**src/rtl/draw_pkg.sv**
```systemverilog
// Shared drawing definitions for the vga_adapter write path: screen geometry,
// pixel field widths, common colours and the block painter state encoding.
package draw_pkg;

    localparam int SCREEN_W = 160;
    localparam int SCREEN_H = 120;
    localparam int X_W      = 8;
    localparam int Y_W      = 7;
    localparam int COLOUR_W = 3;

    localparam logic [COLOUR_W-1:0] BLACK = 3'b000;
    localparam logic [COLOUR_W-1:0] BLUE  = 3'b001;
    localparam logic [COLOUR_W-1:0] RED   = 3'b100;

    typedef enum logic [1:0] {
        IDLE,
        SCAN,
        DONE
    } state_t;

endpackage

```
**src/rtl/rect_scan_counter.sv**
```systemverilog
// Raster position counter for a W x H rectangle: cx runs fastest, cy steps on
// each cx wrap, and last flags the bottom-right pixel.
module rect_scan_counter
    import draw_pkg::*;
#(
    parameter int W = 16,
    parameter int H = 16
) (
    input  logic           clk,
    input  logic           rst,
    input  logic           clear,
    input  logic           advance,
    output logic [X_W-1:0] cx,
    output logic [Y_W-1:0] cy,
    output logic           last
);

    logic col_end;
    logic row_end;

    assign col_end = (cx == X_W'(W - 1));
    assign row_end = (cy == Y_W'(H - 1));
    assign last    = col_end && row_end;

    always_ff @(posedge clk or posedge rst) begin
        if (rst) begin
            cx <= '0;
            cy <= '0;
        end else if (clear) begin
            cx <= '0;
            cy <= '0;
        end else if (advance) begin
            if (col_end) begin
                cx <= '0;
                cy <= cy + Y_W'(1);
            end else begin
                cx <= cx + X_W'(1);
            end
        end
    end

endmodule

```
**src/rtl/block_painter.sv**
```systemverilog
// Scans one filled game block (slot 0..3) and drives vga_adapter one pixel per
// clock, with a start/busy/done handshake toward the game logic.
module block_painter
    import draw_pkg::*;
#(
    parameter int BLOCK_W  = 16,
    parameter int BLOCK_H  = 16,
    parameter int X_BASE   = 8,
    parameter int X_PITCH  = 40,
    parameter int Y_ORIGIN = 33
) (
    input  logic                CLOCK_50,
    input  logic                reset,
    input  logic                start,
    input  logic [1:0]          slot,
    input  logic [COLOUR_W-1:0] colour_in,
    output logic                busy,
    output logic                done,
    output logic [X_W-1:0]      x,
    output logic [Y_W-1:0]      y,
    output logic [COLOUR_W-1:0] colour,
    output logic                plot
);

    if (BLOCK_W < 1 || BLOCK_H < 1 ||
        X_BASE + 3 * X_PITCH + BLOCK_W > SCREEN_W ||
        Y_ORIGIN + BLOCK_H > SCREEN_H) begin : g_bad_geometry
        $error("block_painter: block geometry does not fit on the 160x120 screen");
    end

    state_t         state;
    state_t         state_n;
    logic           accept;
    logic           step;
    logic [X_W-1:0] ox;
    logic [X_W-1:0] start_x;
    logic [X_W-1:0] cx;
    logic [Y_W-1:0] cy;
    logic           last;
    logic           col_end;

    assign start_x = X_W'(X_BASE + int'(slot) * X_PITCH);
    assign col_end = (cx == X_W'(BLOCK_W - 1));

    rect_scan_counter #(
        .W (BLOCK_W),
        .H (BLOCK_H)
    ) u_scan (
        .clk     (CLOCK_50),
        .rst     (reset),
        .clear   (accept),
        .advance (step),
        .cx      (cx),
        .cy      (cy),
        .last    (last)
    );

    always_comb begin
        state_n = state;
        accept  = 1'b0;
        step    = 1'b0;
        unique case (state)
            IDLE: begin
                if (start) begin
                    state_n = SCAN;
                    accept  = 1'b1;
                end
            end
            SCAN: begin
                if (last) begin
                    state_n = DONE;
                end else begin
                    step = 1'b1;
                end
            end
            DONE:    state_n = IDLE;
            default: state_n = IDLE;
        endcase
    end

    // Pixel 0 is registered on the accepting edge so the first plot lands in
    // the very next cycle; the counter then tracks the pixel currently shown.
    always_ff @(posedge CLOCK_50 or posedge reset) begin
        if (reset) begin
            state  <= IDLE;
            busy   <= 1'b0;
            done   <= 1'b0;
            plot   <= 1'b0;
            ox     <= '0;
            x      <= '0;
            y      <= '0;
            colour <= '0;
        end else begin
            state <= state_n;
            busy  <= (state_n != IDLE);
            done  <= (state_n == DONE);
            plot  <= (state_n == SCAN);
            if (accept) begin
                ox     <= start_x;
                x      <= start_x;
                y      <= Y_W'(Y_ORIGIN);
                colour <= colour_in;
            end else if (step) begin
                if (col_end) begin
                    x <= ox;
                    y <= Y_W'(Y_ORIGIN) + cy + Y_W'(1);
                end else begin
                    x <= x + X_W'(1);
                end
            end
        end
    end

endmodule

```
**config.mk**
```make
export PLATFORM = sky130hd
export DESIGN_NAME = block_painter
export DESIGN_NICKNAME = d
export VERILOG_FILES = /design/src/rtl/draw_pkg.sv /design/src/rtl/rect_scan_counter.sv /design/src/rtl/block_painter.sv
export SDC_FILE = /design/constraint.sdc
export NUM_CORES = 1
export LEC_CHECK = 0
export CORE_ASPECT_RATIO = 1.4
export CORE_MARGIN = 1.5
export CORE_UTILIZATION = 45
export CTS_BUF_LIST = sky130_fd_sc_hd__clkbuf_2
export DETAILED_ROUTE_END_ITERATION = 7
export DONT_BUFFER_PORTS = 1
export SLEW_MARGIN = 20
export SYNTH_ARGS = -nofsm -noshare
export SYNTH_HDL_FRONTEND = slang
export SYNTH_SLANG_ARGS = --single-unit
```
**constraint.sdc**
```tcl
create_clock -name CLOCK_50 -period 4.43 [get_ports CLOCK_50]
set_input_delay 0.886 -clock CLOCK_50 [delete_from_list [all_inputs] [get_ports CLOCK_50]]
set_output_delay 0.886 -clock CLOCK_50 [all_outputs]
set_load 0.05 [all_outputs]
```
==> flow_metrics.env, run 1 <==
export IMPL_status="finished, final reports clean"
export IMPL_max_cap_viol_count=0
export IMPL_pin_count=29
export IMPL_cp_end_kind="flip-flop"
export IMPL_detailedRoute_firstPassIterationCount=4
export IMPL_placementRows=29
export IMPL_htree_num_levels=2
export IMPL_regToRegStartpoint="u_scan.cx[4]$_DFFE_PP0P_"
export IMPL_floorplan_die_width_um=61.4
export IMPL_slowest_delay_ns=0.57
export IMPL_cp_start_kind="flip-flop"
export IMPL_ys_async_sr_fraction=1.00
export IMPL_detail_route_antenna_nets=0
export IMPL_worst_ep_required_time_ns=4.77
export IMPL_die_area_sq_um=5200
export IMPL_timing_critical_path_fanout_max=11
export IMPL_final_min_period_over_clock_period=0.505
export IMPL_cp_endpoint="x[6]$_DFFE_PP0P_"
export IMPL_preCtsSetupSlack_ns=2.18
export IMPL_post_dp_hpwl_mm=3.17
export IMPL_muxShareOfSynthArea=0
export IMPL_ctsLongestPathBuffers=2
export IMPL_via_count_normalized_by_instance_count=5.53
export IMPL_cts_root_buffer_cell="clkbuf_2"
export IMPL_finish_cell_count_without_fillers=291
export IMPL_timing_critical_path_cells="or4_4 -> or4_4 -> nand2_2 -> inv_2 -> o311a_1 -> a21oi_1"
export IMPL_vias=1610
export IMPL_synth_fp_nets=242
export IMPL_leftover_overflow_at_the_end_of_global_routing=0
export IMPL_fin_tns_setup_ns=0
export IMPL_share_of_synthesized_area_occupied_by_flip_flops_and_latches=0.501
export IMPL_grt_antenna_before_repair=0
export IMPL_crit_path_top_delay_cell="or4_4"
export IMPL_clk_transition_reported_paths_ns=0.22
export IMPL_drive_gt1_frac=0.0917
export IMPL_syn_area_sq_um=2150
export IMPL_clock_skew_ns=0.0195
export IMPL_grt_setup_unrepaired="false"
export IMPL_largest_family_of_logic_cells_by_synthesized_area="simple AND/OR/NAND/NOR gates"
export IMPL_worst_path_most_repeated_cell="or4_4"
export IMPL_synth_lib_cells_used_distinct=40
export IMPL_grt_first_pass_wirelength_mm=7.69
export IMPL_hold_buffers=0
export IMPL_synth_edf_count=0
export IMPL_netlist_instances=227
export IMPL_clock_latency_ns=0.39
export IMPL_cts_tree="built"
export IMPL_slew_violations=0
export IMPL_detail_route_wl_per_cell_um=15.5
export IMPL_area_sequential_sq_um=1080
export IMPL_post_cts_resized=0
export IMPL_finalWorstPathRequiredPeriod_ns=2.24
export IMPL_post_synth_and_or_nand_nor_area_fraction=0.252
export IMPL_yosys_warnings=0
export IMPL_detail_route_iter0_violations=95
export IMPL_multiInputGateArea_sq_um=1020
export IMPL_holdCritPathClass="primary input to asynchronous set/reset pin"
export IMPL_start_util=0.469
export IMPL_total_leakage_power_uw=0.00103
export IMPL_max_vdd_ir_drop_mv=0.349
export IMPL_clock_sinks=43
export IMPL_global_route_usage_total=0.194
export IMPL_num_antenna_cells=0
export IMPL_placed_cells=283
export IMPL_layout_nets=243
export IMPL_setup_worst_path_class="flip-flop to flip-flop"
export IMPL_finalSetupViolations=0
export IMPL_grt_max_degree=44
export IMPL_first_global_vias=1595
export IMPL_postSynthAreaPerCell_sq_um=9.45
export IMPL_worst_slack_ns=2.19
export IMPL_synth_top_flop_cell="dfrtp_1"
export IMPL_postCtsSetupRepairBufs=0
export IMPL_remaining_drc_errors=0
export IMPL_placeable_core_region_sq_um=4570
export IMPL_synthXorXnorAreaFrac=0.0653
export IMPL_power_density_cell_area_nw_per_um2=669
export IMPL_postSynthRegisterBits=43
export IMPL_tritoncts_num_buffers=5
export IMPL_f_max_mhz=447
export IMPL_gp_congestion=0.791
export IMPL_max_slew_worst_pin_slew_ns=0.638
export IMPL_final_report_hold_violation_count=0
export IMPL_fillerInstances=458
export IMPL_totalWireLength_mm=4.51
export IMPL_die_y_um=84.7
export IMPL_r2r_worst_path_cells=6
export IMPL_data_arrival_at_the_endpoint_of_the_critical_path_ns=2.58
export IMPL_timing_max_slew_rel_slack=0.573
export IMPL_p_r_area_growth_vs_syn_pct=6.94
export IMPL_placement_io_buffers=0
export IMPL_synth_fa_ha_area_frac=0.0408
export IMPL_fraction_of_the_mapped_netlist_area_in_compound_gates=0.113
export IMPL_worstSetupStartpoint="u_scan.cx[4]$_DFFE_PP0P_"
export IMPL_worst_r2r_setup_slack_ns=2.19
export IMPL_worstReg2RegEnd="x[6]$_DFFE_PP0P_"
power by group:
part / internal, uW / total (uW) / switching (uW)
clock network: 155 / 279 / 124
registers: 514 / 907 / 393
logic: 171 / 349 / 179
how the worst min path moves through the flow:
stage / start / endpoint / slack [ns] / cells past startpoint
finish: reset / state[0]$_DFF_PP0_ / 0.48 / 2
floorplan: ox[5]$_DFFE_PP0P_ / ox[5]$_DFFE_PP0P_ / 0.44 / 2
detailed placement: ox[3]$_DFFE_PP0P_ / ox[3]$_DFFE_PP0P_ / 0.47 / 1
CTS: reset / state[0]$_DFF_PP0_ / 0.46 / 2
global route: reset / y[3]$_DFFE_PP0P_ / 0.47 / 2
global placement: ox[3]$_DFFE_PP0P_ / ox[3]$_DFFE_PP0P_ / 0.46 / 1
metal layers:
layer,up-vias,track usage,routed length (um)
li1,788,-,-
met1,773,0.246,1970
met2,39,0.305,2240
met3,10,0.0555,213
met4,0,0.0754,87
met5,-,0,0
cells in the mapped netlist, types with 2 or more instances:
cell	instances	share of area
xor2_1	13	0.053
o211ai_1	2	0.0070
and3_1	5	0.015
dfrtp_1	43	0.50
a21oi_1	13	0.030
inv_1	4	0.0070
a31oi_1	2	0.0058
nor2_1	25	0.044
a21o_1	2	0.0070
nor3_1	4	0.0093
o21ai_0	11	0.026
xnor2_1	3	0.012
and4_1	2	0.0082
clkbuf_1	6	0.010
or4_4	2	0.010
o31ai_1	2	0.0070
or3b_2	2	0.0082
nand2_1	38	0.066
nor2b_1	2	0.0058
a211oi_1	2	0.0070
nand2b_1	2	0.0058
ha_1	7	0.041
nand4_1	5	0.015
nand3_1	14	0.033
final cells by class:
class,count,area share
multi-input combinational,171,0.443
clock buffer,6,0.0131
sequential,43,0.469
inverter,5,0.00818
clock inverter,2,0.0262
timing repair buffer,2,0.00654
tap,62,0.0338
cells by family (layout without fill, tap and decap cells):
group	Yosys count	in the layout
buffers and inverters	13	15
flip-flops	43	43
adder cells (fa/ha/maj)	7	7
AO/OA/AOI/OAI	39	39
AND/OR/NAND/NOR	109	109
XOR/XNOR	16	16
critical path: cells and delay by family, from the launching register on:
| family | cells | cell delay [ns] |
|---|---|---|
| AO/OA/AOI/OAI | 2 | 0.25 |
| buffers and inverters | 1 | 0.12 |
| flip-flops | 1 | 0.48 |
| AND/OR/NAND/NOR | 3 | 1.36 |
registers in the layout, summed over array words and instances, names as in the netlist:
signal,count
state,2
done,1
plot,1
u_scan.cx,8
colour,3
ox,5
u_scan.cy,7
y,7
busy,1
x,8
through the flow:
stage / util / power (uW) / area (sq um) / hold WS [ns]
final: 0.502 / 1530 / 2290 / 0.476
after global routing: 0.502 / 1640 / 2290 / 0.466
after CTS: 0.502 / 1550 / 2290 / 0.455
after detailed placement: 0.482 / 1270 / 2200 / 0.470
after global placement: 0.482 / 1270 / 2200 / 0.461
after floorplan: - / 1170 / 2150 / 0.441
placed cells by master (no fill, tap or decap), types with 2 or more instances in the layout:
master     synthesis  layout
bufinv_16          0       2
nor2_1            25      25
ha_1               7       7
o21ai_0           11      11
a31oi_1            2       2
or3b_2             2       2
dfrtp_1           43      43
nand4_1            5       5
nor3_1             4       4
nand2b_1           2       2
inv_1              4       3
o211ai_1           2       2
nor2b_1            2       2
o31ai_1            2       2
clkbuf_2           1       6
buf_4              0       2
a21oi_1           13      13
and4_1             2       2
a21o_1             2       2
nand3_1           14      14
xnor2_1            3       3
nand2_1           38      38
or4_4              2       2
a211oi_1           2       2
xor2_1            13      13
and3_1             5       5
(Power assumes the default switching activity.)
==> run 2, diff against run 1 <==
--- a/config.mk
+++ b/config.mk
@@ -5,6 +5,7 @@
 export SDC_FILE = /design/constraint.sdc
 export NUM_CORES = 1
 export LEC_CHECK = 0
+export ABC_AREA = 1
 export CORE_ASPECT_RATIO = 1.4
 export CORE_MARGIN = 1.5
 export CORE_UTILIZATION = 45
==> constraint.sdc (replaced) <==
create_clock -name CLOCK_50 -period 1.8 [get_ports CLOCK_50]
set_input_delay 0.36 -clock CLOCK_50 [delete_from_list [all_inputs] [get_ports CLOCK_50]]
set_output_delay 0.36 -clock CLOCK_50 [all_outputs]
set_load 0.05 [all_outputs]
==> run 2 against run 1 <==
  * Via count is 22% higher
  * Routed wire length is 11% higher
  * Synthesized cell count is 37% higher
  * Cell count is 35% higher
  * Non-clock buffer count is 17 higher
  * Core utilization hardly changed
  * Synthesized area is 11% higher
  * Clock power is 44% higher
  * Critical endpoint is now u_scan.cy[2]$_DFFE_PP0P_
==> flow_metrics.env, run 2 <==
export IMPL_multiInputGateArea_sq_um=1140
export IMPL_global_route_usage_total=0.195
export IMPL_remaining_drc_errors=0
export IMPL_finish_cell_count_without_fillers=394
export IMPL_timing_critical_path_cells="ha_1 -> nand2_1 -> nor2_1 -> nand3_2 -> nand2_2 -> buf_4 -> nand4_1 -> nand2_1"
export IMPL_die_y_um=89.2
export IMPL_data_arrival_at_the_endpoint_of_the_critical_path_ns=1.98
export IMPL_yosysMostFrequentCell="nand2_1"
export IMPL_max_cap_viol_count=0
export IMPL_netlist_instances=310
export IMPL_floorplan_die_width_um=64.6
export IMPL_worstReg2RegEnd="u_scan.cy[2]$_DFFE_PP0P_"
export IMPL_tritoncts_num_buffers=5
export IMPL_setup_worst_path_class="flip-flop to flip-flop"
export IMPL_placeable_core_region_sq_um=5160
export IMPL_finalSetupViolations=0
export IMPL_timing_critical_path_fanout_max=6
export IMPL_placed_cells=385
export IMPL_post_dp_hpwl_mm=3.69
export IMPL_r2r_worst_path_cells=8
export IMPL_slew_violations=0
export IMPL_max_vdd_ir_drop_mv=0.373
export IMPL_drive_gt1_frac=0.131
export IMPL_clk_transition_reported_paths_ns=0.22
export IMPL_pin_count=29
export IMPL_layout_commonest_cell="nand2_1"
export IMPL_hold_path_startpoint="colour_in[1]"
export IMPL_grt_max_degree=44
export IMPL_grt_first_pass_wirelength_mm=8.72
export IMPL_worst_ep_required_time_ns=2.13
export IMPL_detail_route_antenna_nets=0
export IMPL_grt_antenna_before_repair=0
export IMPL_p_r_area_growth_vs_syn_pct=8.32
export IMPL_synth_fp_nets=325
export IMPL_die_area_sq_um=5760
export IMPL_cp_start_kind="flip-flop"
export IMPL_share_of_synthesized_area_occupied_by_flip_flops_and_latches=0.450
export IMPL_fillerInstances=533
export IMPL_timing_max_slew_rel_slack=0.641
export IMPL_slowest_delay_ns=0.45
export IMPL_first_global_vias=1964
export IMPL_num_antenna_cells=0
export IMPL_placementRows=31
export IMPL_yosys_area_top_type="dfrtp_1"
export IMPL_clock_sinks=43
export IMPL_yosys_warnings=0
export IMPL_synth_area_leaders="dfrtp_1 (45%), nand2_1 (20%), nand3_1 (6.7%)"
export IMPL_cts_root_buffer_cell="clkbuf_2"
export IMPL_whs_path_depth=2
export IMPL_worst_r2r_setup_slack_ns=0.15
export IMPL_finalWorstPathRequiredPeriod_ns=1.65
export IMPL_detailedRoute_firstPassIterationCount=4
export IMPL_ys_async_sr_fraction=1.00
export IMPL_final_report_hold_violation_count=0
export IMPL_regToRegStartpoint="u_scan.cx[1]$_DFFE_PP0P_"
export IMPL_fin_area_sq_um=2590
export IMPL_detail_route_wl_per_cell_um=12.7
export IMPL_status="finished, final reports clean"
export IMPL_max_slew_worst_pin_slew_ns=0.538
export IMPL_synth_edf_count=0
export IMPL_reg_largest_list="u_scan.cx: 8 flops, x: 8 flops"
export IMPL_postPlaceCellArea_sq_um=2530
export IMPL_start_util=0.463
export IMPL_via_count_normalized_by_instance_count=4.98
export IMPL_syn_area_sq_um=2390
export IMPL_timing_critical_path_buf_inv=1
export IMPL_fin_tns_setup_ns=0
export IMPL_total_leakage_power_uw=0.00142
export IMPL_grt_setup_unrepaired="false"
export IMPL_gp_congestion=0.852
export IMPL_postSynthAreaPerCell_sq_um=7.71
export IMPL_critical_path_top_delay_family="simple AND/OR/NAND/NOR gates"
export IMPL_power_density_cell_area_nw_per_um2=538
export IMPL_htree_num_levels=2
export IMPL_clock_skew_ns=0.0379
export IMPL_synth_lib_cells_used_distinct=28
export IMPL_final_min_period_over_clock_period=0.915
export IMPL_postSynthRegisterBits=43
export IMPL_vias=1962
export IMPL_layout_cells_most_common_list="nand2_1 (129), dfrtp_1 (42), nand3_1 (32), inv_1 (24), nor2_1 (20)"
export IMPL_totalWireLength_mm=5.01
export IMPL_worst_path_most_repeated_cell="nand2_1"
export IMPL_ctsLongestPathBuffers=2
export IMPL_detail_route_iter0_violations=75
export IMPL_cp_end_kind="flip-flop"
export IMPL_clock_latency_ns=0.41
export IMPL_holdCritPathClass="primary input to flip-flop"
export IMPL_synth_top_flop_cell="dfrtp_1"
export IMPL_placement_io_buffers=0
export IMPL_worstSetupStartpoint="u_scan.cx[1]$_DFFE_PP0P_"
export IMPL_worstHoldEndpoint="colour[1]$_DFFE_PP0P_"
export IMPL_synth_commonest_cells="nand2_1 (129), dfrtp_1 (43), nand3_1 (32)"
export IMPL_area_sequential_sq_um=1080
export IMPL_f_max_mhz=607
export IMPL_postCtsSetupRepairBufs=0
export IMPL_crit_path_top_delay_cell="dfrtp_1"
export IMPL_cts_tree="built"
export IMPL_synth_top_area_frac=0.450
export IMPL_leftover_overflow_at_the_end_of_global_routing=0
export IMPL_layout_nets=342
-- run 2: power by group --
group | internal (uW) | switching, uW
clock network | 93.5 | 308
logic | 4.70 | 20.5
registers | 968 | 0
total | 1070 | 328
-- run 2: what timing repair did --
action                                 in CTS  in global routing
gates resized for setup                     0                  4
endpoints found under the hold margin      43                  0
hold buffers                                1                  0
setup endpoints to repair                   0                 27
-- run 2: stage by stage --
stage	util	setup slack (ns)	total power (uW)	hold WS [ns]
3_3_place_gp	0.491	0.129	1010	0.412
6_report	0.502	0.153	1390	0.0330
2_1_floorplan	-	0.253	1000	0.436
5_1_grt	0.502	0.0245	1450	0.0452
3_5_place_dp	0.491	0.0841	1010	0.418
4_1_cts	0.500	0.0471	1410	0.0264
-- run 2: cell type report --
type,count,share of cell area
clock buffers,6,0.0116
clock inverters,2,0.00290
inverters,28,0.0420
multi-input cells,230,0.439
flip-flops and latches,43,0.416
well taps,66,0.0319
repair buffers,19,0.0561
-- run 2: cell families (layout without fill, tap and decap cells) --
logic type / count (synthesis) / count (layout) / share of synthesized area
AND/OR/NAND/NOR: 205 / 205 / 0.389
flip-flops: 43 / 43 / 0.450
buffers and inverters: 37 / 55 / 0.0759
AO/OA/AOI/OAI: 12 / 12 / 0.0262
adder cells (fa/ha/maj): 7 / 7 / 0.0366
XOR/XNOR: 6 / 6 / 0.0220
-- run 2: worst max path at each step --
stage | endpoint | slack [ns] | depth (start not counted)
after CTS | u_scan.cx[5]$_DFFE_PP0P_ | 0.05 | 9
final | u_scan.cy[2]$_DFFE_PP0P_ | 0.15 | 8
after global placement | u_scan.cx[2]$_DFFE_PP0P_ | 0.13 | 9
after floorplan | x[6]$_DFFE_PP0P_ | 0.25 | 8
after global routing | y[3]$_DFFE_PP0P_ | 0.02 | 8
after detailed placement | u_scan.cx[5]$_DFFE_PP0P_ | 0.08 | 9
-- run 2: metal layers --
metal,up-vias,share of wire,track usage
li1,1006,-,-
met1,909,0.43,0.207
met2,34,0.51,0.363
met3,13,0.032,0.0403
met4,0,0.030,0.104
met5,-,0,0
